`config.mk`:
```
export PLATFORM = sky130hd
export DESIGN_NAME = class_argmax_collector
export DESIGN_NICKNAME = d
export VERILOG_FILES = /design/src/rtl/cnn_pkg.sv /design/src/rtl/score_cmp.sv /design/src/rtl/class_argmax_collector.sv
export SDC_FILE = /design/constraint.sdc
export NUM_CORES = 1
export LEC_CHECK = 0
export ABC_AREA = 1
export ABC_CLOCK_PERIOD_IN_PS = 3400
export CORE_MARGIN = 2
export CORE_UTILIZATION = 50
export DETAILED_ROUTE_END_ITERATION = 10
export GPL_TIMING_DRIVEN = 1
export PLACE_DENSITY_LB_ADDON = 0.05
export SYNTH_ARGS = -nofsm -noshare
export SYNTH_HDL_FRONTEND = slang
export SYNTH_SLANG_ARGS = --single-unit
```
`constraint.sdc`:
```
create_clock -name clk -period 3.4 [get_ports clk]
set_clock_uncertainty 0.2 [all_clocks]
set_input_delay 0.34 -clock clk [delete_from_list [all_inputs] [get_ports clk]]
set_output_delay 0.34 -clock clk [all_outputs]
set_load 0.02 [all_outputs]
```
`src/rtl/cnn_pkg.sv`:
```
// Shared types and the score-ordering rule for the CNN output stage.
package cnn_pkg;

    typedef enum logic {
        COLLECT = 1'b0,
        PEND    = 1'b1
    } coll_state_e;

    typedef struct packed {
        logic err_len;
        logic err_sop;
    } frame_status_t;

    localparam int SCORE_EXT_W = 64;

    // Scores arrive pre-extended to SCORE_EXT_W, so one compare serves every DATA_WIDTH.
    function automatic logic score_gt(
        input logic [SCORE_EXT_W-1:0] a,
        input logic [SCORE_EXT_W-1:0] b,
        input logic                   signed_mode,
        input logic                   tie_low
    );
        logic gt;
        if (signed_mode) begin
            gt = $signed(a) > $signed(b);
        end else begin
            gt = a > b;
        end
        return gt | ((a == b) & ~tie_low);
    endfunction

endpackage

```
`src/rtl/score_cmp.sv`:
```
// Combinational beat-vs-running-max decision used by the argmax collector.
module score_cmp
    import cnn_pkg::*;
#(
    parameter int DATA_WIDTH = 32,
    parameter int SIGNED     = 1,
    parameter int TIE_LOW    = 1
) (
    input  logic [DATA_WIDTH-1:0] beat_i,
    input  logic [DATA_WIDTH-1:0] max_i,
    output logic                  update_o
);

    logic [SCORE_EXT_W-1:0] beat_ext;
    logic [SCORE_EXT_W-1:0] max_ext;

    generate
        if (SIGNED != 0) begin : g_sext
            assign beat_ext = SCORE_EXT_W'($signed(beat_i));
            assign max_ext  = SCORE_EXT_W'($signed(max_i));
        end else begin : g_zext
            assign beat_ext = SCORE_EXT_W'(beat_i);
            assign max_ext  = SCORE_EXT_W'(max_i);
        end
    endgenerate

    assign update_o = score_gt(beat_ext, max_ext, SIGNED != 0, TIE_LOW != 0);

endmodule

```
`src/rtl/class_argmax_collector.sv`:
```
// Collects a sop/eop-framed stream of class scores, tracks argmax/max and
// presents each completed frame with integrity flags over valid/ready.
module class_argmax_collector
    import cnn_pkg::*;
#(
    parameter int DATA_WIDTH  = 32,
    parameter int CLASSES_QNT = 10,
    parameter int SIGNED      = 1,
    parameter int TIE_LOW     = 1,
    localparam int IDX_W      = (CLASSES_QNT > 1) ? $clog2(CLASSES_QNT) : 1
) (
    input  logic                              clk,
    input  logic                              rst_n,
    input  logic                              clk_en,
    input  logic [DATA_WIDTH-1:0]             i_data,
    input  logic                              i_valid,
    input  logic                              i_sop,
    input  logic                              i_eop,
    output logic                              i_ready,
    output logic                              o_valid,
    input  logic                              o_ready,
    output logic [CLASSES_QNT*DATA_WIDTH-1:0] o_classes,
    output logic [IDX_W-1:0]                  o_argmax,
    output logic [DATA_WIDTH-1:0]             o_max,
    output logic                              o_err_len,
    output logic                              o_err_sop
);

    localparam int CNT_W = $clog2(CLASSES_QNT + 2);
    localparam logic [CNT_W-1:0] CNT_FULL = CNT_W'(CLASSES_QNT);
    localparam logic [CNT_W-1:0] CNT_SAT  = CNT_W'(CLASSES_QNT + 1);

    coll_state_e            state_q, state_d;
    logic                   open_q, open_d;
    logic [CNT_W-1:0]       cnt_q, cnt_d;
    logic [DATA_WIDTH-1:0]  slot_q [CLASSES_QNT];
    logic [DATA_WIDTH-1:0]  slot_d [CLASSES_QNT];
    logic [DATA_WIDTH-1:0]  max_q, max_d;
    logic [IDX_W-1:0]       idx_q, idx_d;
    frame_status_t          stat_q, stat_d;
    logic                   stray_q, stray_d;

    logic                   out_valid_q, out_valid_d;
    logic [DATA_WIDTH-1:0]  out_slot_q [CLASSES_QNT];
    logic [DATA_WIDTH-1:0]  out_slot_d [CLASSES_QNT];
    logic [DATA_WIDTH-1:0]  out_max_q, out_max_d;
    logic [IDX_W-1:0]       out_idx_q, out_idx_d;
    frame_status_t          out_stat_q, out_stat_d;

    logic beat_acc;
    logic res_acc;
    logic out_free;
    logic frame_done;
    logic update;

    assign i_ready  = (state_q == COLLECT);
    assign beat_acc = i_valid & i_ready & clk_en;
    assign res_acc  = out_valid_q & o_ready & clk_en;
    assign out_free = ~out_valid_q | res_acc;

    score_cmp #(
        .DATA_WIDTH (DATA_WIDTH),
        .SIGNED     (SIGNED),
        .TIE_LOW    (TIE_LOW)
    ) u_cmp (
        .beat_i   (i_data),
        .max_i    (max_q),
        .update_o (update)
    );

    // Frame accumulation: the _d values already include the current beat,
    // so an eop beat can be forwarded straight into the output register.
    always_comb begin
        open_d  = open_q;
        cnt_d   = cnt_q;
        slot_d  = slot_q;
        max_d   = max_q;
        idx_d   = idx_q;
        stat_d  = stat_q;
        stray_d = stray_q;
        if (beat_acc) begin
            if (i_sop) begin
                open_d = 1'b1;
                cnt_d  = CNT_W'(1);
                for (int s = 0; s < CLASSES_QNT; s++) begin
                    slot_d[s] = '0;
                end
                slot_d[0]      = i_data;
                max_d          = i_data;
                idx_d          = '0;
                stat_d.err_len = 1'b0;
                stat_d.err_sop = stray_q | open_q;
                stray_d        = 1'b0;
            end else if (open_q) begin
                if (cnt_q != CNT_SAT) begin
                    cnt_d = cnt_q + CNT_W'(1);
                end
                if (cnt_q < CNT_FULL) begin
                    for (int s = 0; s < CLASSES_QNT; s++) begin
                        if (cnt_q == CNT_W'(s)) begin
                            slot_d[s] = i_data;
                        end
                    end
                    if (update) begin
                        max_d = i_data;
                        idx_d = IDX_W'(cnt_q);
                    end
                end
            end else begin
                stray_d = 1'b1;
            end
            if (i_eop & (i_sop | open_q)) begin
                open_d         = 1'b0;
                stat_d.err_len = (cnt_d != CNT_FULL);
            end
        end
    end

    assign frame_done = beat_acc & i_eop & (i_sop | open_q);

    always_comb begin
        state_d     = state_q;
        out_valid_d = out_valid_q;
        out_slot_d  = out_slot_q;
        out_max_d   = out_max_q;
        out_idx_d   = out_idx_q;
        out_stat_d  = out_stat_q;
        if (res_acc) begin
            out_valid_d = 1'b0;
        end
        case (state_q)
            COLLECT: begin
                if (frame_done) begin
                    if (out_free) begin
                        out_valid_d = 1'b1;
                        out_slot_d  = slot_d;
                        out_max_d   = max_d;
                        out_idx_d   = idx_d;
                        out_stat_d  = stat_d;
                    end else begin
                        state_d = PEND;
                    end
                end
            end
            PEND: begin
                // No beats are accepted here, so the frame registers still hold the finished frame.
                if (out_free) begin
                    out_valid_d = 1'b1;
                    out_slot_d  = slot_q;
                    out_max_d   = max_q;
                    out_idx_d   = idx_q;
                    out_stat_d  = stat_q;
                    state_d     = COLLECT;
                end
            end
            default: state_d = COLLECT;
        endcase
    end

    always_ff @(posedge clk or negedge rst_n) begin
        if (!rst_n) begin
            state_q     <= COLLECT;
            open_q      <= 1'b0;
            cnt_q       <= '0;
            max_q       <= '0;
            idx_q       <= '0;
            stat_q      <= '0;
            stray_q     <= 1'b0;
            out_valid_q <= 1'b0;
            out_max_q   <= '0;
            out_idx_q   <= '0;
            out_stat_q  <= '0;
            for (int s = 0; s < CLASSES_QNT; s++) begin
                slot_q[s]     <= '0;
                out_slot_q[s] <= '0;
            end
        end else if (clk_en) begin
            state_q     <= state_d;
            open_q      <= open_d;
            cnt_q       <= cnt_d;
            max_q       <= max_d;
            idx_q       <= idx_d;
            stat_q      <= stat_d;
            stray_q     <= stray_d;
            out_valid_q <= out_valid_d;
            out_max_q   <= out_max_d;
            out_idx_q   <= out_idx_d;
            out_stat_q  <= out_stat_d;
            for (int s = 0; s < CLASSES_QNT; s++) begin
                slot_q[s]     <= slot_d[s];
                out_slot_q[s] <= out_slot_d[s];
            end
        end
    end

    generate
        for (genvar gi = 0; gi < CLASSES_QNT; gi++) begin : g_pack
            assign o_classes[gi*DATA_WIDTH +: DATA_WIDTH] = out_slot_q[gi];
        end
    endgenerate

    assign o_valid   = out_valid_q;
    assign o_argmax  = out_idx_q;
    assign o_max     = out_max_q;
    assign o_err_len = out_stat_q.err_len;
    assign o_err_sop = out_stat_q.err_sop;

endmodule

```
* After elaboration in Yosys (flattened, before gate mapping)
Cells that the tools add are included.
Storage, ports and cells: input bits 39, register bits after elaboration 724, output and inout port bits 360, logic and storage cells 127
Operators by class: eq/ne operators 15, $add $sub $neg 1, reductions and logical operators 6, mux-type cells 58, $lt $le $gt $ge 2, bitwise gates (word level) 12
Operator list (count):
- two-way mux 320 bit | 7
- one-hot mux 320 bit (2 select lines) | 1
- two-way mux 32 bit | 18
- one-hot mux 32 bit (2 select lines) | 1
- two-way mux 4 bit | 12
- > comparator 32 bit | 1
- equality test 4 x 3 -> 1 bit, second input constant | 4
- two-way mux 1 bit | 10
- two-way mux 2 bit | 5
- equality test 4 x 2 -> 1 bit, second input constant | 2
- equality test 4 bit, second input constant | 2
- inequality test 4 bit, second input constant | 2
- one-hot mux 4 bit (2 select lines) | 1
- AND 1 bit | 7
- inequality test 2 x 1 -> 1 bit, second input constant | 3
- AND reduction 3 bit | 2
- adder 4 x 1 -> 4 bit, second input constant | 1
- equality test 4 x 1 -> 1 bit, second input constant | 1
- logical NOT 4 bit | 1
- less-than comparator 4 bit, second input constant | 1
- one-hot mux 1 bit (2 select lines) | 2
- one-hot mux 2 bit (2 select lines) | 1
- AND reduction 4 bit | 1
- bitwise OR 1 bit | 3
- other kinds (4) | 5

* Logic depth before layout (Yosys ltp)
depth after elaboration 11, mapped depth 20, mapped depth without buffers 20

* Modules after synthesis
A second synthesis with hierarchy kept.
Second synthesis, totals: cells, all modules 3295, area total of the unflattened synthesis 29931.2 µm²
By module, submodules not included:
- class_argmax_collector | sequential area each 18117.4 µm², times used 1, cells an instance 3122, area an instance 28942.8 µm²
- score_cmp | sequential area each 0.0 µm², times used 1, cells an instance 173, area an instance 988.4 µm²

* Worst setup path before layout
OpenSTA, ideal clock, no wires.
path kind input to register, from input i_data[0], to register max_q[1], slack 1.064 ns, data required time 3.081 ns, arrival 2.017 ns, stages 10, setup time 0.119 ns, cells stage by stage clkinv_1 > ha_1 > nand3_1 > nor3_1 > a31oi_1 > nand4_2 > nand2_1 > buf_4 > nand2_1 > and2_1
On the way: word-level cells in the longest chain between the ends 6
RTL lines:
- from (decl) | RTL line class_argmax_collector.sv:15 | input logic [DATA_WIDTH-1:0] i_data,
- > comparator 32 bit | RTL line cnn_pkg.sv:25 | gt = $signed(a) > $signed(b);
- two-way mux 32 bit | RTL line class_argmax_collector.sv:104 | if (update) begin
- two-way mux 32 bit | RTL line class_argmax_collector.sv:98 | if (cnt_q < CNT_FULL) begin
- two-way mux 32 bit | RTL line class_argmax_collector.sv:94 | end else if (open_q) begin
- two-way mux 32 bit | RTL line class_argmax_collector.sv:82 | if (i_sop) begin
- two-way mux 32 bit | RTL line class_argmax_collector.sv:81 | if (beat_acc) begin
- to (signal assigned) | RTL line class_argmax_collector.sv:181 | max_q <= max_d;
- to (decl) | RTL line class_argmax_collector.sv:38 | logic [DATA_WIDTH-1:0] max_q, max_d;
Every way passes these cells. A chain may end at the register's enable or synchronous reset.

* Worst setup path in the final report
from register max_q[23], to register out_max_q[16], in the netlist o_max[16]
On the way: word-level cells in the longest chain between the ends 9
RTL lines:
- > comparator 32 bit | RTL line cnn_pkg.sv:25
- two-way mux 32 bit | RTL line class_argmax_collector.sv:104
- two-way mux 32 bit | RTL line class_argmax_collector.sv:98
- two-way mux 32 bit | RTL line class_argmax_collector.sv:94
- two-way mux 32 bit | RTL line class_argmax_collector.sv:82
- two-way mux 32 bit | RTL line class_argmax_collector.sv:81
- two-way mux 32 bit | RTL line class_argmax_collector.sv:134 | if (out_free) begin
- two-way mux 32 bit | RTL line class_argmax_collector.sv:133 | if (frame_done) begin
- one-hot mux 32 bit (2 select lines) | RTL line class_argmax_collector.sv:131 | case (state_q)
- to (signal assigned) | RTL line class_argmax_collector.sv:186 | out_max_q <= out_max_d;
- to (decl) | RTL line class_argmax_collector.sv:46 | logic [DATA_WIDTH-1:0] out_max_q, out_max_d;
Every way passes these cells. The select of a mux whose other input is x is not followed.

==> metrics.md <==
| Metric | Value |
|---|---|
| Status | finished, final reports clean |
| Post-Syn Area per Cell | between 9 and 10 sq um |
| Wire per inst | between 20 and 25 microns |
| Required time of the critical path | roughly 3700 ps |
| M2 GR Usage | 0.449 |
| CP Max Fanout | 22 |
| Core area | about 57000 sq um |
| Hold buffer count at CTS | 1 |
| Power Internal | between 15000 and 20000 uW |
| Fin. Hold Viols | 0 |
| Total number of vias | about 23000 |
| Min Tclk post-route | approximately 2700 ps |
| CTS max path bufs | 3 |
| Total Die Area | ~59000 sq um |
| Worst-Skew Late Latency | around 600 ps |
| Crit Path Class | register to register |
| Die X | around 240 microns |
| RSZ-0062 raised after global routing | false |
| Clock H-tree levels | 3 |
| Clk slew on worst S/H paths | approximately 60 ps |
| Sequential share of the synthesized area | 0.632 |
| Area Growth Syn to Fin | 26.4% |
| HP Class | primary input to async pin |
| Fin nets | roughly 3500 |
| Share of cells above drive strength 1 | 0.0870 |
| Most frequent cells in the layout | nand2_1, dfrtp_1, clkdlybuf4s50_1 |
| Mapped Area | 28700 sq um |
| GRT met3 Usage | 0.0603 |
| Distinct cells, synth | 36 |
| Crit Reg-Reg Endpoint | o_max[16] |
| CTS tree | yes |
| Final Max Slew Viols | 0 |
| CP endpoint | o_max[16] |
| Synth warnings | 0 |
| Post-CTS Setup Inserts | 0 |
| Post-DRT Antenna Nets | 0 |
| Crit path DAT | approximately 3000 ps |
| F_max | 370 MHz |
| First-pass GRT wire length | about 140000 microns |
| HPWL after detailed placement | 57300 microns |
| CP Capture Type | register |
| GRT busiest layer | met2 |
| Combinational share of power | 0.296 |
| DIE HEIGHT | between 200 and 250 microns |
| Max Cap Viol | 0 |
| Final WS setup | roughly 700 ps |
| I/O pin count | around 400 |
| Most common cell after layout, fill and taps aside | nand2_1 |
| Routed vias/inst | 5.39 |
| Starting Density | 0.507 |
| GR Util All Layers | 0.298 |
| Post-Place Setup Slack | 205 ps |
| Clock sink total | 724 |
| M1 GR Usage | 0.432 |
| Setup TNS Final | 0 ps |
| Pin count of the biggest net entering global routing | roughly 150 |
| Row count | 87 |
| Final Cycle Share | 0.795 |
| Flop and latch count out of synthesis | between 700 and 800 |
| Worst relative slew slack | 0.328 |
| Critical R2R Launch | max_q[23] |
| Switching power | 9580 uW |
| Power per cell area | approximately 800 nW/um^2 |
| Sw Ratio | 0.330 |
| Worst reg-to-reg path cell count | 14 |
| Root Driver | clkbuf_16 |
| Post_cts resized | 0 |
| Iteration-0 DRC count of the detailed router | 1860 |
| Initial antenna violation count | 1 |
| Grt total ovfl | 0 |
| Critical path startpoint | max_q[23] |
| Residual DRC count | 0 |
| Routability Congestion | a little under 0.9 |
| Critical Path Start Type | register |
| Vias in the first global route | ~22000 |
| Post-Synthesis Cells | ~3000 |
| Final Setup Violations | 0 |
| # port buffers | approximately 400 |
| Final WL | just under 90000 microns |
| Pleak | around 0.019 uW |
| Clk network pwr share | 0.289 |
| CTS Buf Count | 74 |
| Sequential share of power | 0.415 |
| Max IR drop VDD | roughly 450 uV |
| Syn Nets | just over 3000 |
| Reg2Reg Setup Slack | 700 ps |
| Slew @ Worst Pin | between 1000 and 1500 ps |
| DRT Pass-1 Iters | 5 |
cells in the mapped netlist:
cell type | count | area (sq um)
nand2_1 | 958 | 3600
dfrtp_1 | 724 | 18100
o21ai_0 | 292 | 1460
a21oi_1 | 259 | 1300
inv_1 | 173 | 649
clkbuf_1 | 94 | 353
o211ai_1 | 84 | 631
or2_2 | 84 | 526
buf_2 | 79 | 395
nand3_1 | 76 | 380
nor2_1 | 51 | 191
ha_1 | 36 | 450
and2_1 | 32 | 200
clkinv_1 | 14 | 52.6
o21ai_1 | 12 | 60.1
buf_1 | 7 | 26.3
nand4_1 | 5 | 31.3
buf_4 | 4 | 30.0
inv_2 | 4 | 15.0
nor3_1 | 4 | 20.0
nor3_4 | 3 | 48.8
nand2_2 | 2 | 12.5
nor2_2 | 2 | 12.5
nor2_4 | 2 | 22.5
o21a_1 | 2 | 15.0
a21boi_0 | 1 | 7.51
a21o_1 | 1 | 7.51
a31oi_1 | 1 | 6.26
nand3_2 | 1 | 10.0
nand3b_1 | 1 | 7.51
nand4_2 | 1 | 12.5
nor3_2 | 1 | 10.0
o21ai_2 | 1 | 8.76
o22ai_1 | 1 | 6.26
o31ai_1 | 1 | 7.51
xor2_1 | 1 | 8.76
critical path, stage by stage, from the launching register on:
cell	delay [ps]
dfrtp_1	320
inv_1	80
ha_1	310
nand2_1	70
nor2_1	180
nand4_1	160
nor2_1	240
nand2_1	120
nand2_1	70
nand2_1	80
nand4_2	100
buf_4	290
nand3_1	140
nand3_1	150
nand2_1	60
state kept, by name (all words and copies together), names as in the netlist, 2 cells and up:
signal     count
max_q         32
slot_q       320
idx_q          4
stat_q         2
o_argmax       4
cnt_q          4
o_classes    320
o_max         32
worst min-delay path by stage:
| stage | startpoint | end | slack (ps) |
|---|---|---|---|
| floorplan | rst_n | cnt_q[0] | -160 |
| global placement | rst_n | o_classes[197] | 210 |
| detailed placement | rst_n | o_classes[197] | 210 |
| CTS | rst_n | o_classes[197] | 170 |
| global route | rst_n | o_classes[220] | 220 |
| finish | rst_n | o_classes[197] | 160 |
cell families after synthesis:
kind of cell	count (synthesis)	share of synthesized area
buf+inv	375	0.0530
fa+ha+maj	36	0.0157
compound gates	655	0.122
simple gates	1223	0.177
flops	724	0.632
xor+xnor	1	0.000305
cell type report:
type | instances | area [sq um]
diodes | 1 | 2.50
repair buffers | 478 | 4880
multi-input cells | 1915 | 9090
inverters | 191 | 732
flip-flops and latches | 724 | 18100
clock inverters | 19 | 264
well taps | 756 | 946
fillers | 4655 | 20300
clock buffers | 109 | 2240
power by group through the flow:
stage	clock, uW	sequential, uW	combinational [uW]
2_1_floorplan	0	13200	3200
3_3_place_gp	0	12100	8400
3_5_place_dp	0	12100	8590
4_1_cts	8480	12000	8640
5_1_grt	8820	12200	9390
6_report	8370	12000	8590
per-stage QoR:
| stage | hold slack, ps | cell area (sq um) | instances | utilization | power [uW] |
|---|---|---|---|---|---|
| finish | 161 | 36300 | 4193 | 0.641 | 29000 |
| global route | 219 | 36300 | 4192 | 0.641 | 30500 |
| CTS | 169 | 36300 | 4192 | 0.641 | 29100 |
| detailed placement | 212 | 33800 | 4063 | 0.596 | 20700 |
| global placement | 209 | 33800 | 4063 | 0.596 | 20500 |
| floorplan | -156 | 28700 | 3014 | - | 16400 |
layer usage:
layer | part of all wire | wire length, microns | vias up
met2 | 0.45 | 39900 | 818
li1 | - | - | 10400
met5 | 0 | 0 | -
met3 | 0.075 | 6620 | 121
met4 | 0.033 | 2880 | 0
met1 | 0.44 | 38700 | 11200
Power figures use the tool's default switching activity.
